[src/rtl/fp_pkg.sv]
// Shared definitions for the single-precision normalise/round/pack path.
// Holds the IEEE-754 field layout, the bit positions inside the extended
// mantissa and the payload carried between pipeline stages.
package fp_pkg;

   // IEEE-754 single-precision exponent constants
   localparam int EXP_BIAS   = 127;
   localparam int EXP_MAX    = 255;

   // Bit positions inside the 28-bit extended mantissa
   localparam int CARRY_BIT  = 27;
   localparam int HIDDEN_BIT = 26;
   localparam int LSB_BIT    = 3;
   localparam int G_BIT      = 2;
   localparam int R_BIT      = 1;
   localparam int S_BIT      = 0;

   // Internal widths: the intermediate exponent carries two extra bits so
   // that carry increments and large normalising shifts never wrap.
   localparam int EXP_I_W    = 10;
   localparam int MANT_X_W   = 28;
   localparam int LZ_W       = 5;

   localparam logic signed [EXP_I_W-1:0] EXP_MAX_I = 10'sd255;
   localparam logic signed [EXP_I_W-1:0] EXP_MIN_I = 10'sd1;

   // Packed IEEE-754 single
   typedef struct packed {
      logic        sign;
      logic [7:0]  exp;
      logic [22:0] frac;
   } fp32_t;

   // Payload leaving the detect stage
   typedef struct packed {
      logic                sign;
      logic [EXP_I_W-1:0]  exp_i;
      logic [MANT_X_W-1:0] mant;
      logic [LZ_W-1:0]     lz;
      logic                zero;
      logic                uf;
   } fp_payload_t;

   // Payload leaving the normalise stage; the shift amount is consumed
   typedef struct packed {
      logic                sign;
      logic [EXP_I_W-1:0]  exp_i;
      logic [MANT_X_W-1:0] mant;
      logic                zero;
      logic                uf;
   } fp_norm_t;

   // True when an intermediate exponent no longer fits a finite normal
   function automatic logic isExpOverflow(input logic [EXP_I_W-1:0] e);
      return $signed(e) >= EXP_MAX_I;
   endfunction

   // True when an intermediate exponent falls into the denormal range
   function automatic logic isExpUnderflow(input logic [EXP_I_W-1:0] e);
      return $signed(e) < EXP_MIN_I;
   endfunction

endpackage

[src/rtl/fp_norm_round_lzc28.sv]
// Combinational leading-zero counter over bits [26:0] of an extended
// mantissa. Counts from bit 26 downward; an all-zero input reports 27
// with the zero flag set. Shared with the multiplier path.
module lzc28
   import fp_pkg::*;
(
   input  logic [26:0]     bits_i,
   output logic [LZ_W-1:0] lz_o,
   output logic            zero_o
);

   // Scan upward so the highest set bit is the last one to write the count
   always_comb begin
      lz_o   = 5'd27;
      zero_o = 1'b1;
      for (int i = 0; i <= 26; i++) begin
         if (bits_i[i]) begin
            lz_o   = 5'(26 - i);
            zero_o = 1'b0;
         end
      end
   end

endmodule

[src/rtl/fp_norm_round.sv]
// Post-arithmetic normalise / round-to-nearest-even / pack stage for
// single precision. Three pipeline registers (detect, normalise, output)
// advance together whenever the output slot is empty or being drained.
module fp_norm_round
   import fp_pkg::*;
#(
   parameter int EXP_W    = 8,
   parameter int MANT_W   = 28,
   parameter bit ROUND_EN = 1'b1
) (
   input  logic              clk,
   input  logic              rst,
   input  logic              in_valid,
   output logic              in_ready,
   input  logic              in_sign,
   input  logic [EXP_W-1:0]  in_exp,
   input  logic [MANT_W-1:0] in_mant,
   output logic              out_valid,
   input  logic              out_ready,
   output logic [31:0]       out_result,
   output logic              out_of,
   output logic              out_uf
);

   logic            advance;

   logic [LZ_W-1:0] lzCount;
   logic            lzZero;

   fp_payload_t     s1_d;
   fp_payload_t     s1_q;
   logic            valid1_q;

   fp_norm_t        s2_d;
   fp_norm_t        s2_q;
   logic            valid2_q;

   logic            rndUp;
   logic [24:0]     mantSum;
   logic [22:0]     fracR;
   logic [EXP_I_W-1:0] expR;
   fp32_t           pack;
   logic [31:0]     result_d;
   logic            of_d;
   logic            uf_d;

   logic            out_valid_q;
   logic [31:0]     out_result_q;
   logic            out_of_q;
   logic            out_uf_q;

   // The whole pipe moves as one; it only stalls when a finished result
   // is sitting at the output and nobody downstream is taking it.
   assign advance  = !out_valid_q || out_ready;
   assign in_ready = advance;

   lzc28 u_lzc (
      .bits_i (in_mant[HIDDEN_BIT:0]),
      .lz_o   (lzCount),
      .zero_o (lzZero)
   );

   // Detect: fold a carry-out back into the hidden position (keeping the
   // dropped bit sticky), otherwise record how far the leading one sits
   // below the hidden position. The exponent is widened before any math.
   always_comb begin
      s1_d       = '0;
      s1_d.sign  = in_sign;
      s1_d.exp_i = {2'b00, in_exp};
      s1_d.mant  = in_mant;
      s1_d.lz    = lzCount;
      s1_d.zero  = lzZero && !in_mant[CARRY_BIT];
      s1_d.uf    = 1'b0;
      if (in_mant[CARRY_BIT]) begin
         s1_d.mant        = {1'b0, in_mant[MANT_W-1:1]};
         s1_d.mant[S_BIT] = in_mant[1] | in_mant[0];
         s1_d.exp_i       = {2'b00, in_exp} + 10'd1;
         s1_d.lz          = '0;
      end
   end

   // Normalise: bring the leading one up to the hidden position and charge
   // the shift to the exponent. Anything that lands below exponent 1 can
   // not be represented as a normal and is marked for flushing.
   always_comb begin
      s2_d       = '0;
      s2_d.sign  = s1_q.sign;
      s2_d.zero  = s1_q.zero;
      s2_d.mant  = s1_q.mant << s1_q.lz;
      s2_d.exp_i = s1_q.exp_i - {5'b00000, s1_q.lz};
      s2_d.uf    = s1_q.uf || (!s1_q.zero && isExpUnderflow(s2_d.exp_i));
   end

   // Round and pack: nearest-even increment at the fraction LSB, fold a
   // rounding carry back into the exponent, then pick zero / flushed zero /
   // infinity / finite packing in that priority so the flags stay exclusive.
   always_comb begin
      rndUp    = ROUND_EN && s2_q.mant[G_BIT] &&
                 (s2_q.mant[R_BIT] || s2_q.mant[S_BIT] || s2_q.mant[LSB_BIT]);
      mantSum  = s2_q.mant[CARRY_BIT:LSB_BIT] + 25'(rndUp);
      fracR    = mantSum[22:0];
      expR     = s2_q.exp_i;
      if (mantSum[24]) begin
         fracR = mantSum[23:1];
         expR  = s2_q.exp_i + 10'd1;
      end
      pack      = '0;
      pack.sign = s2_q.sign;
      of_d      = 1'b0;
      uf_d      = 1'b0;
      if (s2_q.zero) begin
         pack.exp  = '0;
         pack.frac = '0;
      end else if (s2_q.uf) begin
         pack.exp  = '0;
         pack.frac = '0;
         uf_d      = 1'b1;
      end else if (isExpOverflow(s2_q.exp_i) || isExpOverflow(expR)) begin
         pack.exp  = 8'hFF;
         pack.frac = '0;
         of_d      = 1'b1;
      end else begin
         pack.exp  = expR[7:0];
         pack.frac = fracR;
      end
      result_d = pack;
   end

   // Pipeline registers: reset clears every valid and the visible output;
   // a stall freezes all three stages so the presented result holds still.
   always_ff @(posedge clk) begin
      if (rst) begin
         valid1_q     <= 1'b0;
         s1_q         <= '0;
         valid2_q     <= 1'b0;
         s2_q         <= '0;
         out_valid_q  <= 1'b0;
         out_result_q <= '0;
         out_of_q     <= 1'b0;
         out_uf_q     <= 1'b0;
      end else if (advance) begin
         valid1_q     <= in_valid;
         s1_q         <= s1_d;
         valid2_q     <= valid1_q;
         s2_q         <= s2_d;
         out_valid_q  <= valid2_q;
         out_result_q <= valid2_q ? result_d : 32'h0;
         out_of_q     <= valid2_q && of_d;
         out_uf_q     <= valid2_q && uf_d;
      end
   end

   assign out_valid  = out_valid_q;
   assign out_result = out_result_q;
   assign out_of     = out_of_q;
   assign out_uf     = out_uf_q;

endmodule

[config.mk]
export PLATFORM = sky130hd
export DESIGN_NAME = fp_norm_round
export DESIGN_NICKNAME = d
export VERILOG_FILES = /design/src/rtl/fp_pkg.sv /design/src/rtl/fp_norm_round_lzc28.sv /design/src/rtl/fp_norm_round.sv
export SDC_FILE = /design/constraint.sdc
export NUM_CORES = 1
export LEC_CHECK = 0
export ABC_CLOCK_PERIOD_IN_PS = 3800
export CAP_MARGIN = 20
export CORE_ASPECT_RATIO = 1.4
export CORE_UTILIZATION = 50
export DETAILED_ROUTE_END_ITERATION = 12
export MAX_ROUTING_LAYER = met4
export PLACE_DENSITY = 0.71
export REMOVE_ABC_BUFFERS = 1
export SLEW_MARGIN = 20
export SYNTH_ARGS = -nofsm -noshare
export SYNTH_HDL_FRONTEND = slang
export SYNTH_HIERARCHICAL = 1
export SYNTH_SLANG_ARGS = --single-unit
[constraint.sdc]
create_clock -name clk -period 3.8 [get_ports clk]
set_clock_uncertainty 0.15 [all_clocks]
set_input_delay 0.76 -clock clk [delete_from_list [all_inputs] [get_ports clk]]
set_output_delay 0.76 -clock clk [all_outputs]
set_load 0.01 [all_outputs]
---- Word level (Yosys, flattened, before mapping) ----
Index checks and enable logic that the tools add are counted.
storage, ports and cells
  flip-flop bits (word level) ............. 123
  output and inout port bits .............. 36
cells by class
  add/sub/neg operators ................... 4
  magnitude comparators ................... 3
  shifts and indexed selects .............. 1
  multiplexer cells ....................... 66
  bitwise operators ....................... 1
  reductions and logical operators ........ 12
operators with widths
  kind                   number
  $mux 31                3
  $mux 5                 16
  $mux 42                1
  $mux 1                 33
  $mux 32                1
  $mux 4                 8
  $shl 28x5->28          1
  $add 25x1->25          1
  $mux 23                1
  $ge 10x9->1 const B    2
  $add 10x1->10 const B  1
  $lt 10x2->1 const B    1
  $mux 10                1
  $sub 10x5->10          1
  $add 8x1->9 const B    1
  $logic_and 1x1->1      5
  $logic_or 1x1->1       4
  $mux 2                 2
  $logic_not 1->1        3
  $or 1x1->1             1

---- Depth between registers and ports, before layout ----
Gate-level depths: netlist of run 1.
  depth after elaboration ................. 28
  mapped depth ............................ 12
  mapped depth without buffers ............ 10

---- Cells and area by module ----
The synthesis of run 1 kept the hierarchy.
by module, submodules not included
  module         times used  cells each  area each (sq um)  seq. area each (sq um)
  fp_norm_round  1           897         7,422.1            2,422.3
  lzc28          1           51          339.1              0.0

---- Worst setup path after synthesis of run 1 ----
OpenSTA, ideal clock, no wires.
  path kind ............................... reg-to-reg
  from .................................... register s1_q[3] (netlist name)
  to ...................................... register s2_q[39] (netlist name)
  library setup time ...................... 0.070 ns
  arrival time ............................ 2.870 ns
  data required time ...................... 3.580 ns
  path slack .............................. 0.710 ns
  stages on the path, launching flop included .. 13
  path buffers ............................ 3
  cell sequence ........................... dfxtp_1 -> clkbuf_1 -> clkbuf_1 -> clkbuf_1 -> inv_1 -> ha_1 -> nor2b_1 -> o21ai_0 -> a21boi_0 -> o21ai_0 -> nand3b_1 -> or3_1 -> a21oi_1
on the way
  word-level cells in the longest chain between the ends .. 1
RTL lines
  what                      line                  source
  start: declaration        fp_norm_round.sv:31   fp_payload_t s1_q;
  start signal: assignment  fp_norm_round.sv:134  s1_q <= '0;
  start signal: assignment  fp_norm_round.sv:143  s1_q <= s1_d;
  $sub 10x5->10             fp_norm_round.sv:90   s2_d.exp_i = s1_q.exp_i - {5'b00000, s1_q.lz};
  end signal: assignment    fp_norm_round.sv:136  s2_q <= '0;
  end signal: assignment    fp_norm_round.sv:145  s2_q <= s2_d;
  end: declaration          fp_norm_round.sv:35   fp_norm_t s2_q;
No other way between the ends.
A chain may end at the register's enable or synchronous reset.

---- Final worst setup path of run 1 ----
  from .................................... register s2_q[4] (netlist name)
  to ...................................... register out_result_q[8] (netlist: out_result[8])
on the way
  word-level cells in the longest chain between the ends .. 9
  elaborated cells between the ends (all ways) .. 10
  classes of those cells .................. add/sub: 1; order compare: 1; mux: 6; reduce/logical: 2
RTL lines
  what                    line                  source
  $logic_and 1x1->1 *     fp_norm_round.sv:98   rndUp = ROUND_EN && s2_q.mant[G_BIT] &&
  $add 25x1->25 *         fp_norm_round.sv:100  mantSum = s2_q.mant[CARRY_BIT:LSB_BIT] + 25'(rndUp);
  $mux 10                 fp_norm_round.sv:103  if (mantSum[24]) begin
  $ge 10x9->1             fp_pkg.sv:55          return $signed(e) >= EXP_MAX_I;
  $logic_or 1x1->1        fp_norm_round.sv:118  end else if (isExpOverflow(s2_q.exp_i) || isExpOverflow(expR)) begin
  $mux 31 *               fp_norm_round.sv:118
  $mux 31 *               fp_norm_round.sv:114  end else if (s2_q.uf) begin
  $mux 31 *               fp_norm_round.sv:111  if (s2_q.zero) begin
  $mux 32 *               fp_norm_round.sv:147  out_result_q <= valid2_q ? result_d : 32'h0;
  end signal: assignment  fp_norm_round.sv:147
  end: declaration        fp_norm_round.sv:48   logic [31:0] out_result_q;
Every way passes the cells marked *; elsewhere a longest branch is shown, timed or not.

==> impl_metrics.py, run 1 <==
metrics = {
    "placement": {
        "dp_cells": 1165,
        "portBuffers": 76,
        "post-dp-hpwl_microns": 14500,
        "gp_congestion": 0.957,
        "dpl_worst_slack_ns": 0.442,
    },
    "synth": {
        "synth_flop_cell": "dfxtp_1",
        "synth_area_sq_um": 7760,
        "avgSynthCellArea_sq_um": 8.19,
        "ys_seq_area_frac": 0.312,
        "synth_edf_count": 0,
        "synth_seq_cells": 121,
        "ys_async_sr_fraction": 0,
        "yosysUniqueCellTypes": 84,
        "synth_warnings": 6,
        "syn-instance-count": 948,
    },
    "grt": {
        "grt_first_pass_wirelength_microns": 33000,
        "antenna_found_initial": 0,
        "grt-ovfl-total": 0,
        "grt_max_degree": 63,
        "grt_pass1_vias": 6587,
        "grtUsageTotal": 0.265,
    },
    "timing": {
        "worst_slack_ns": 0.408,
        "hold_ws_ns": 0.298,
        "period_share": 0.893,
        "finalSetupViolations": 0,
        "fmaxAchievable_mhz": 295,
        "max_slew_margin": 0.442,
        "min_period_ns": 3.39,
        "grt_setup_unrepaired": "false",
        "finalHoldViolations": 0,
        "final.setup.tns_ns": 0,
        "finalMaxSlewViolations": 0,
        "worst_pin_slew_ns": 0.836,
    },
    "status": {
        "status": "complete, no violations",
    },
    "floorplan": {
        "row_count": 53,
        "fp.dieH_microns": 149,
        "initial_utilization": 0.513,
        "ios": 77,
        "core_sq_um": 15100,
        "dieArea_sq_um": 16000,
        "die_x_microns": 107,
    },
    "cts": {
        "cts_setup_buffers": 0,
        "clk_pin_slew_ns": 0.05,
        "cts_made_buffers": 17,
        "clock_sinks": 121,
        "clock_path_buffers": 2,
        "cts_tree": "built",
        "cts_max_level": 4,
        "cts_hold_buf": 0,
        "clk_latency_ns": 0.41,
        "cts_resized": 0,
        "cts_root_buffer": "clkbuf_16",
    },
    "routing": {
        "drtIter0Drc": 438,
        "detail_route.wl_per_cell_microns": 16.6,
        "drtAntennaViolNets": 0,
        "drt-pass1-iter-count": 6,
        "vias_per_cell": 6.07,
        "drt-total-wl_microns": 19800,
        "drc": 0,
        "route.vias.total": 7267,
    },
    "critical_path": {
        "crit_top_cell": "buf_4",
        "startpoint_type": "flip-flop",
        "crit_required_ns": 3.95,
        "path_cells": "and2_1, ha_1, nand4_1, or4_1, buf_4, nor3_4, buf_4, o2111ai_1, a221oi_2, nor4_4, buf_6, a32o_1",
        "critPathTopFamily": "simple AND/OR/NAND/NOR gates",
        "crit_fanout": 15,
        "slowest_delay_ns": 0.61,
        "worstPathArrival_ns": 3.54,
        "worstSetupPathType": "flip-flop to flip-flop",
        "cp_num_buf_inv": 3,
        "crit_slowest_cell": "or4_1",
        "endpoint_kind": "flip-flop",
    },
    "power": {
        "vdd_drop_max_uv": 293,
        "power_density_nw_per_um2": 398,
        "p_total_mw": 3.71,
        "leakage_nw": 3.52,
    },
    "min_path": {
        "hold_path_class": "flip-flop to flip-flop",
    },
    "final_layout": {
        "drive_above_1_share": 0.109,
        "fin_cells": 1197,
        "syn2layout_area_growth_pct": 20.0,
        "antennaDiodeCount": 0,
        "design.final.nets": 1042,
    },
    "run": {
        "maxCapViolCount": 0,
    },
}
kinds of logic after synthesis:
kind of cell | count (synthesis) | synth area share
AO/OA/AOI/OAI | 252 | 0.235
XOR/XNOR | 28 | 0.0316
adder cells (fa/ha/maj) | 9 | 0.0155
buffers and inverters | 101 | 0.0534
flip-flops | 121 | 0.312
multiplexers | 75 | 0.127
AND/OR/NAND/NOR | 362 | 0.226
final timing paths:
check | cells after the start | from | end | slack [ns]
setup / recovery | 12 | s2_q[4]$_SDFFE_PP0P_ | out_result[8]$_SDFFE_PP0P_ | 0.41
hold / removal | 2 | s2_q[1]$_SDFFE_PP0P_ | s2_q[1]$_SDFFE_PP0P_ | 0.30
setup reg to reg | 12 | s2_q[4]$_SDFFE_PP0P_ | out_result[8]$_SDFFE_PP0P_ | 0.41
hold reg to reg | 2 | s2_q[1]$_SDFFE_PP0P_ | s2_q[1]$_SDFFE_PP0P_ | 0.30
state kept, by name, indices dropped and copies added (netlist names):
register / cells
out_valid: 1
s1_q: 43
pack: 1
out_of: 1
valid2_q: 1
out_uf: 1
out_result: 32
valid1_q: 1
s2_q: 40
through the flow:
step           cell area [sq um]  utilization
2_1_floorplan               7430            -
6_report                    9320        0.616
3_5_place_dp                8650        0.572
5_1_grt                     9320        0.616
4_1_cts                     9320        0.616
3_3_place_gp                8630        0.571
layer usage:
metal	global-route usage	share of wire	up-vias
met3	0.0361	0.039	48
met4	0.118	0.032	0
met1	0.314	0.42	3409
met5	-	0	-
li1	-	-	3614
met2	0.445	0.51	196
cell type report:
cell class	instances	area (sq um)
tap	192	240
clock buffer	21	470
fill	1364	5800
clock inverter	11	193
multi-input combinational	726	4930
inverter	21	78.8
timing repair buffer	105	976
sequential	121	2420
placed cells by master (no fill, tap or decap), types with 17 or more instances in the layout:
cell type,n
mux4_2,18
o21ai_0,30
nand2_1,104
buf_4,27
clkbuf_16,17
nand3_1,22
mux2i_1,51
a211oi_1,53
dfxtp_1,120
nor3_1,25
inv_1,18
a21oi_1,48
nor2_1,125
clkdlybuf4s50_1,74
Yosys cell counts, types with 6 or more instances:
library cell	instances	share of area
o21ai_0	30	0.019
mux4_2	18	0.052
a21oi_1	48	0.031
nand3b_1	9	0.0087
xnor2_1	13	0.015
a22oi_1	13	0.013
mux2i_1	51	0.066
buf_2	10	0.0064
a31oi_1	9	0.0073
and3_1	9	0.0073
buf_1	10	0.0048
mux2_2	6	0.0087
ha_1	8	0.013
nand4_1	15	0.012
nand2_1	104	0.050
a32o_1	15	0.019
nor2_1	126	0.061
nor3_1	25	0.016
nand3_1	22	0.014
nor2b_1	7	0.0056
clkbuf_1	56	0.027
a22o_1	15	0.017
or3_1	7	0.0056
inv_1	19	0.0092
o211ai_1	10	0.0097
dfxtp_1	121	0.31
a211oi_1	53	0.051
xor2_1	15	0.017
power by group:
group          switching (mW)  internal [mW]  leakage, nW
clock                   0.583           1.22        0.319
sequential             0.0886           1.34        0.993
combinational           0.257          0.229         2.21
worst min-delay path, stage by stage (launching register included):
cell and delay (ns):
dfxtp_1 0.30, nand2_1 0.05, a21oi_1 0.05
Power figures use the tool's default switching activity.
==> run 2: changes to the inputs <==
Settings changed: CAP_MARGIN 20 to not set.
==> run 2 against run 1 <==
Worst setup slack better by 0.0061 ns. Flip-flop and latch count stayed put. Combinational power hardly changed. Global-route usage is 0.21 points higher. Die area stayed put. Utilization is 0.32 points lower. Wire length is 0.15% lower. Sequential share of layout area is 0.14 points higher. Clock power is 6% lower. Non-clock buffer count is 1 lower. Register-to-register slack hardly changed. Critical endpoint is now out_result[11]$_SDFFE_PP0P_. Largest cell class unchanged.
==> impl_metrics.py, run 2 (same netlist as run 1, synthesis figures left out) <==
metrics = {
    "status": {
        "status": "complete, no violations",
    },
    "cts": {
        "cts_hold_buf": 0,
        "cts_root_buffer": "clkbuf_16",
        "cts_made_buffers": 17,
        "cts_resized": 0,
        "clock_sinks": 121,
        "clk_latency_ns": 0.41,
        "cts_max_level": 4,
        "cts_tree": "built",
        "clk_pin_slew_ns": 0.06,
        "clock_path_buffers": 2,
        "cts_setup_buffers": 0,
    },
    "power": {
        "clkPwrFrac": 0.471,
        "p_comb_frac": 0.134,
        "swShare": 0.259,
        "switching_power_mw": 0.935,
        "power_density_nw_per_um2": 390,
        "vdd_drop_max_uv": 280,
        "p_int_mw": 2.68,
        "p_seq_frac": 0.395,
        "p_total_mw": 3.61,
        "leakage_nw": 3.49,
    },
    "grt": {
        "grt_first_pass_wirelength_microns": 33400,
        "grt_max_degree": 63,
        "grtUsageTotal": 0.267,
        "grt-ovfl-total": 0,
        "antenna_found_initial": 0,
        "grt_pass1_vias": 6667,
    },
    "floorplan": {
        "initial_utilization": 0.513,
        "fp.dieH_microns": 149,
        "row_count": 53,
        "core_sq_um": 15100,
        "dieArea_sq_um": 16000,
        "die_x_microns": 107,
        "ios": 77,
    },
    "timing": {
        "max_slew_margin": 0.467,
        "period_share": 0.891,
        "finalSetupViolations": 0,
        "finalMaxSlewViolations": 0,
        "finalHoldViolations": 0,
        "worst_pin_slew_ns": 0.798,
        "min_period_ns": 3.39,
        "grt_setup_unrepaired": "false",
        "fmaxAchievable_mhz": 295,
    },
    "critical_path": {
        "worstSetupPathType": "flip-flop to flip-flop",
        "crit_start": "s2_q[4]$_SDFFE_PP0P_",
        "startpoint_type": "flip-flop",
        "crit_slowest_cell": "or4_1",
        "crit_fanout": 15,
        "endpoint_kind": "flip-flop",
        "path_cells": "and2_1, ha_1, nand4_1, or4_1, buf_4, nor3_4, buf_4, o2111ai_1, a221oi_2, nor4_4, buf_6, a32o_1",
        "rr_startpoint": "s2_q[4]$_SDFFE_PP0P_",
        "crit_required_ns": 3.95,
        "worstPathArrival_ns": 3.54,
        "crit_top_cell": "buf_4",
        "slowest_delay_ns": 0.61,
    },
    "routing": {
        "drc": 0,
        "route.vias.total": 7216,
        "drtAntennaViolNets": 0,
        "vias_per_cell": 6.03,
        "detail_route.wl_per_cell_microns": 16.5,
        "drt-pass1-iter-count": 5,
        "drtIter0Drc": 442,
        "drt-total-wl_microns": 19800,
    },
    "placement": {
        "dp_cells": 1164,
        "portBuffers": 76,
        "post-dp-hpwl_microns": 14500,
        "gp_congestion": 0.957,
    },
    "final_layout": {
        "layout_common_cells": "nor2_1 (125), dfxtp_1 (120), nand2_1 (104)",
        "fin_cells": 1196,
        "antennaDiodeCount": 0,
        "drive_above_1_share": 0.108,
        "final_common_cell": "nor2_1",
        "largest_reg_flops": 43,
        "syn2layout_area_growth_pct": 19.4,
        "design.final.nets": 1041,
        "max_flop_register": "s1_q",
    },
    "min_path": {
        "hold_path_class": "flip-flop to flip-flop",
        "hp-start": "out_result[31]$_SDFFE_PP0P_",
    },
    "run": {
        "maxCapViolCount": 0,
    },
}
==> run 2: cell types whose count changed in the layout (fill, tap and decap cells not counted) <==
cell	before	now
nor2_2	1	0
buf_6	2	1
clkbuf_1	1	2
bufinv_16	5	4
clkinvlp_4	2	4
nor2_4	0	1
clkinv_4	2	1
clkinv_2	2	3
clkbuf_8	3	1
==> run 2: power by group through the flow <==
stage / logic, mW / clock network [mW] / registers [mW]
global placement: 0.476 / 0 / 1.45
floorplan: 0.298 / 0 / 1.43
CTS: 0.485 / 1.71 / 1.42
global route: 0.538 / 1.77 / 1.44
detailed placement: 0.482 / 0 / 1.45
finish: 0.485 / 1.70 / 1.43
==> run 2: layer usage <==
| metal | global-route usage | vias up | wire length [microns] |
|---|---|---|---|
| met1 | 0.316 | 3346 | 8380 |
| met5 | - | - | 0 |
| met2 | 0.449 | 198 | 10100 |
| met3 | 0.0375 | 52 | 701 |
| met4 | 0.118 | 0 | 641 |
| li1 | - | 3620 | - |
==> run 2: worst max-delay path: cells and delay by family (launching register included) <==
family	cells	cell delay (ns)
compound gates	3	0.73
fa+ha+maj	1	0.22
buf+inv	3	0.64
flops	1	0.37
simple gates	5	1.18
==> run 2: cell type report <==
class / count / area, sq um
clock buffers: 20 / 447
clock inverters: 12 / 174
fillers: 1359 / 5850
inverters: 21 / 78.8
multi-input cells: 726 / 4940
flip-flops and latches: 121 / 2420
well taps: 192 / 240
repair buffers: 104 / 965
==> run 2: final timing paths <==
kind,depth (start not counted),endpoint,slack [ns]
worst max-delay path,12,out_result[11]$_SDFFE_PP0P_,0.41
worst min-delay path,2,out_result[31]$_SDFFE_PP0P_,0.30
worst max register to register,12,out_result[11]$_SDFFE_PP0P_,0.41
worst min register to register,2,out_result[31]$_SDFFE_PP0P_,0.30
==> run 2: metrics by stage <==
step           hold WS, ns  TNS (ns)   util  area, sq um  setup slack, ns
2_1_floorplan        0.271   -226.58      -         7430            -2.89
3_3_place_gp         0.285         0  0.571         8630            0.351
3_5_place_dp         0.290         0  0.572         8640            0.448
4_1_cts              0.302         0  0.613         9260            0.424
5_1_grt              0.325         0  0.613         9270            0.176
6_report             0.298         0  0.613         9270            0.414
